$ cat config.mk
export PLATFORM = sky130hd
export DESIGN_NAME = mem_interface
export DESIGN_NICKNAME = d
export VERILOG_FILES = /design/src/rtl/lc3b_pkg.sv /design/src/rtl/mem_latency_counter.sv /design/src/rtl/mem_interface.sv
export SDC_FILE = /design/constraint.sdc
export NUM_CORES = 1
export LEC_CHECK = 0
export ABC_AREA = 0
export CORE_ASPECT_RATIO = 0.7
export CORE_MARGIN = 8
export CORE_UTILIZATION = 44
export DETAILED_ROUTE_END_ITERATION = 16
export PLACE_DENSITY = 0.86
export SETUP_SLACK_MARGIN = 0.5
export SKIP_LAST_GASP = 1
export SYNTH_ARGS = -nofsm -noshare
export SYNTH_HDL_FRONTEND = slang
export SYNTH_HIERARCHICAL = 1
export SYNTH_SLANG_ARGS = --single-unit
$ cat constraint.sdc
create_clock -name clk -period 3.5 [get_ports clk]
set_input_delay 0.7 -clock clk [delete_from_list [all_inputs] [get_ports clk]]
set_output_delay 0.7 -clock clk [all_outputs]
set_load 0.005 [all_outputs]
$ cat src/rtl/lc3b_pkg.sv
// Shared types and constants for the LC-3b memory interface.
package lc3b_pkg;

  localparam int unsigned CNT_W               = 4;
  localparam int unsigned DEFAULT_MEM_LATENCY = 4;

  typedef enum logic {
    IDLE = 1'b0,
    BUSY = 1'b1
  } state_e;

  localparam logic SIZE_BYTE = 1'b0;
  localparam logic SIZE_WORD = 1'b1;
  localparam logic ACC_READ  = 1'b0;
  localparam logic ACC_WRITE = 1'b1;

endpackage

$ cat src/rtl/mem_latency_counter.sv
// Memory latency countdown: load, decrement, registered zero flag.
module mem_latency_counter
  import lc3b_pkg::*;
(
  input  logic             clk,
  input  logic             reset,
  input  logic             load_i,
  input  logic [CNT_W-1:0] load_val_i,
  input  logic             dec_i,
  output logic [CNT_W-1:0] count_o,
  output logic             zero_o
);

  logic [CNT_W-1:0] count_q, count_d;
  logic             zero_q, zero_d;

  // Neither load nor decrement returns the count to 0, which holds it at 0 in IDLE.
  always_comb begin
    count_d = '0;
    if (load_i) begin
      count_d = load_val_i;
    end else if (dec_i && !zero_q) begin
      count_d = count_q - CNT_W'(1);
    end
    zero_d = (count_d == '0);
  end

  always_ff @(posedge clk) begin
    if (reset) begin
      count_q <= '0;
      zero_q  <= 1'b1;
    end else begin
      count_q <= count_d;
      zero_q  <= zero_d;
    end
  end

  assign count_o = count_q;
  assign zero_o  = zero_q;

endmodule

$ cat src/rtl/mem_interface.sv
// MAR/MDR register pair and memory access sequencer with fixed read/write latency.
module mem_interface
  import lc3b_pkg::*;
#(
  parameter int unsigned MEM_LATENCY = DEFAULT_MEM_LATENCY,
  parameter int unsigned WIDTH       = 16
) (
  input  logic             clk,
  input  logic             reset,
  input  logic [WIDTH-1:0] bus,
  input  logic             ld_mar,
  input  logic             ld_mdr,
  input  logic             mio_en,
  input  logic             r_w,
  input  logic             data_size,
  input  logic [WIDTH-1:0] mem_dout,
  output logic [WIDTH-1:0] mem_addr,
  output logic [WIDTH-1:0] mem_din,
  output logic             mem_we,
  output logic             mem_mdrControl,
  output logic [WIDTH-1:0] mar,
  output logic [WIDTH-1:0] mdr,
  output logic             r,
  output logic             busy,
  output logic             unaligned
);

  localparam logic [CNT_W-1:0] LAT_M1 = CNT_W'(MEM_LATENCY - 1);

  state_e           state_q, state_d;
  logic [WIDTH-1:0] mar_q, mar_d;
  logic [WIDTH-1:0] mdr_q, mdr_d;
  logic             rw_q, rw_d;
  logic             ds_q, ds_d;
  logic             cnt_load, cnt_dec, cnt_zero;
  logic [CNT_W-1:0] cnt_val;
  logic [WIDTH-1:0] rd_data;

  mem_latency_counter u_cnt (
    .clk        (clk),
    .reset      (reset),
    .load_i     (cnt_load),
    .load_val_i (LAT_M1),
    .dec_i      (cnt_dec),
    .count_o    (cnt_val),
    .zero_o     (cnt_zero)
  );

  assign rd_data = (ds_q == SIZE_WORD) ? mem_dout
                                       : {{(WIDTH-8){mem_dout[7]}}, mem_dout[7:0]};

  // Next-state, register loads and the combinational handshake outputs.
  always_comb begin
    state_d   = state_q;
    mar_d     = mar_q;
    mdr_d     = mdr_q;
    rw_d      = rw_q;
    ds_d      = ds_q;
    cnt_load  = 1'b0;
    cnt_dec   = 1'b0;
    r         = 1'b0;
    unaligned = 1'b0;
    case (state_q)
      IDLE: begin
        if (ld_mar) mar_d = bus;
        if (ld_mdr) mdr_d = bus;
        // A same-cycle MAR load defers the access so it sees the new address.
        if (mio_en && !ld_mar) begin
          if (data_size == SIZE_WORD && mar_q[0]) begin
            unaligned = 1'b1;
          end else begin
            cnt_load = 1'b1;
            rw_d     = r_w;
            ds_d     = data_size;
            state_d  = BUSY;
          end
        end
      end
      BUSY: begin
        if (!mio_en) begin
          state_d = IDLE;
        end else if (cnt_zero) begin
          r       = 1'b1;
          state_d = IDLE;
          if (rw_q == ACC_READ) mdr_d = rd_data;
        end else begin
          cnt_dec = 1'b1;
        end
      end
      default: state_d = IDLE;
    endcase
  end

  always_ff @(posedge clk) begin
    if (reset) begin
      state_q <= IDLE;
      mar_q   <= '0;
      mdr_q   <= '0;
      rw_q    <= 1'b0;
      ds_q    <= 1'b0;
    end else begin
      state_q <= state_d;
      mar_q   <= mar_d;
      mdr_q   <= mdr_d;
      rw_q    <= rw_d;
      ds_q    <= ds_d;
    end
  end

  assign busy           = (state_q == BUSY);
  assign mem_we         = r & rw_q;
  assign mem_mdrControl = busy ? ds_q : data_size;
  assign mar            = mar_q;
  assign mdr            = mdr_q;
  assign mem_addr       = mar_q;
  assign mem_din        = mdr_q;

endmodule

==> summary.txt <==
Tmin final -> 2.79 ns
Port-buffer cells -> 107
Setup crit end kind -> primary output
Residual DRC -> 0
Clock transition at the registers of the reported paths -> 0.07 ns
Clk_skew -> 0.00397 ns
Die width -> 100 um
Cell variety after synth -> 42
Starting DRT DRC Count -> 74
Total leakage power -> 1.10 nW
Vias in the first global route -> 1954
Antenna violations before repair -> 0
Class of the worst hold path -> register to register
TritonCTS Buffers -> 5
Critical path class -> register to primary output
Initial Utilization -> 0.459
Worst Path Required -> 2.80 ns
Ys async rst share -> 0
Sequential cell area -> 801 um2
Maximum Capacitance Violations -> 0
Outcome -> finished, final reports clean
TritonCTS Sinks -> 40
Vias/cell -> 5.07
Core ar. -> 4780 um2
Synth Instances -> 250
Peak fanout along the critical path -> 29
CTS Buffer Depth -> 2
Antenna Nets Post-Route -> 0
Antenna Diode Count -> 0
Global-route wire length before repair -> 9.77 mm
Register area share after synthesis -> 0.365
Die area -> 7540 um2
Ys flop type -> dfxtp_1
Layout cells sized above 1 -> 0.0818
IO Count -> 108
Final Setup Violations -> 0
Smallest setup slack after layout -> 0.712 ns
Syn avg cell area -> 8.77 um2
Worst path max stage delay -> 0.57 ns
Final period util -> 0.797
Root Buffer -> clkbuf_8
Fmax -> 0.359 GHz
Post-synth EDFFs -> 0
Worst-Margin Slew -> 0.876 ns
Register bit total from synthesis -> 40
Drt pass-1 iters -> 4
Final HPWL DP -> 4.90 mm
Hold Vio Cnt, Final -> 0
Multi-input gate area -> 990 um2
Post-route setup TNS -> 0 ns
Largest net degree at the start of global routing -> 30
Slowest-stage cell, CP -> dfxtp_1
GRT Overall Usage -> 0.163
Pwr Total -> 0.00110 W
Top cells by area, synth -> dfxtp_1 (37%), buf_4 (12%), mux2i_1 (7.3%), a21oi_1 (6.4%), nand2_1 (6.2%)
Vias -> 1962
Synth top area share -> 0.365
P&R area growth vs syn -> 39.8%
Nets -> 357
Largest area contributor in the netlist -> dfxtp_1
Gpl congestion -> 0.788
RSZ-0062 raised after global routing -> false
CP Launch Type -> register
DP Worst Slack -> 0.341 ns
Die height -> 75.1 um
H-Tree Depth -> 2
Max-slew violations -> 0
WL/cell -> 16.3 um
Power per cell area -> 358 nW/um2
Slew headroom -> 0.414
Total wire length -> 6.30 mm
FILL cells -> 444
GRT Residual Overflow -> 0
Postcts setup bufs -> 0
Synth warn -> 6
Worst-Skew Late Latency -> 0.28 ns
Crit path DAT -> 2.09 ns
Mapped Area -> 2190 um2
Max IR drop VDD -> 0.230 mV
CTS tree -> done
Critical Path, Cell by Cell -> buf_4 > and3_1 > and2_1 > clkdlybuf4s50_1
Row cnt -> 21
[report_power, final]
| group | switching [W] | internal (W) | total, W |
|---|---|---|---|
| Sequential | 0.0000313 | 0.000485 | 0.000517 |
| Clock | 0.000150 | 0.000161 | 0.000311 |
| Combinational | 0.000103 | 0.000168 | 0.000271 |
| Total | 0.000285 | 0.000814 | 0.00110 |
[final cells by class]
type / count / area share
Timing Repair Buffer: 109 / 0.355
Sequential cell: 40 / 0.261
Inverter: 3 / 0.00367
Tap cell: 69 / 0.0282
Multi-Input combinational cell: 158 / 0.323
Clock buffer: 8 / 0.0294
[Yosys cell counts, drive strengths merged, types with 2 or more instances]
cell,number
nand3,9
conb,2
buf,44
nor2,14
nor4b,2
clkbuf,7
mux2i,16
a221o,8
nor3b,2
a21oi,30
dfxtp,40
a211oi,9
nand2,36
nor3,10
nand2b,2
inv,3
[cells by family after synthesis]
group | after synthesis | share of synthesized area
DFF | 40 | 0.365
muxes | 17 | 0.0781
buffers and inverters | 55 | 0.190
xor gates and xnor gates | 2 | 0.00799
AOI/OAI and AO/OA | 50 | 0.157
and+or+nand+nor | 83 | 0.192
other | 2 | 0.00342
adders and majority gates | 1 | 0.00570
[final timing paths]
path	startpoint	to	slack, ns	cells after the start
worst max-delay path	busy	mem_we	0.71	4
worst min-delay path	mar[4]	mar[4]	0.47	2
worst max register to register	busy	u_cnt/zero_o	1.45	7
worst min register to register	mar[4]	mar[4]	0.47	2
[critical path, delay by kind of cell (launching register included)]
family	cells	cell delay (ns)
buffers and inverters	2	0.89
AND/OR/NAND/NOR	2	0.34
flip-flops	1	0.57
[timing repair]
item,in CTS,in global routing
hold endpoints to repair,0,0
setup endpoints to repair,1,1
gates cloned,0,0
gates resized for setup,2,1
hold buffers,0,0
[state kept, by name, indices dropped and copies added (netlist names)]
register,cells
busy,1
ds_q,1
mar,16
mdr,16
rw_q,1
u_cnt/count_o,4
u_cnt/zero_o,1
[per-stage QoR]
| step | hold WS, ns | instances | instance area (um2) | util |
|---|---|---|---|---|
| 2_1_floorplan | 0.466 | 253 | 2200 | - |
| 3_3_place_gp | 0.458 | 379 | 2970 | 0.621 |
| 3_5_place_dp | 0.465 | 379 | 2970 | 0.621 |
| 4_1_cts | 0.476 | 387 | 3060 | 0.641 |
| 5_1_grt | 0.492 | 387 | 3070 | 0.641 |
| 6_report | 0.472 | 387 | 3070 | 0.641 |
[cells in the final DEF (no fill, tap or decap), types with 2 or more instances in the layout]
| master | Yosys | layout |
|---|---|---|
| a221o_2 | 6 | 6 |
| dfxtp_1 | 40 | 40 |
| a21oi_1 | 28 | 28 |
| a21oi_2 | 2 | 2 |
| clkbuf_1 | 3 | 2 |
| clkbuf_8 | 2 | 6 |
| mux2i_1 | 16 | 16 |
| nor4b_1 | 2 | 2 |
| nor2_1 | 14 | 14 |
| inv_1 | 3 | 3 |
| a211oi_1 | 8 | 8 |
| buf_4 | 36 | 2 |
| conb_1 | 2 | 5 |
| nor3_1 | 9 | 9 |
| a221o_1 | 2 | 2 |
| clkdlybuf4s50_1 | 0 | 105 |
| nand2_1 | 36 | 36 |
| nand3_1 | 9 | 9 |
[per-layer routing]
metal  GRT usage  up-vias  wire (um)
met5           0        -          0
met4      0.0200        0          8
met3      0.0656        2        507
met2       0.284       65       3030
met1       0.189      939       2750
li1            -      956          -
Note: power is estimated with default switching activity, not from simulation.
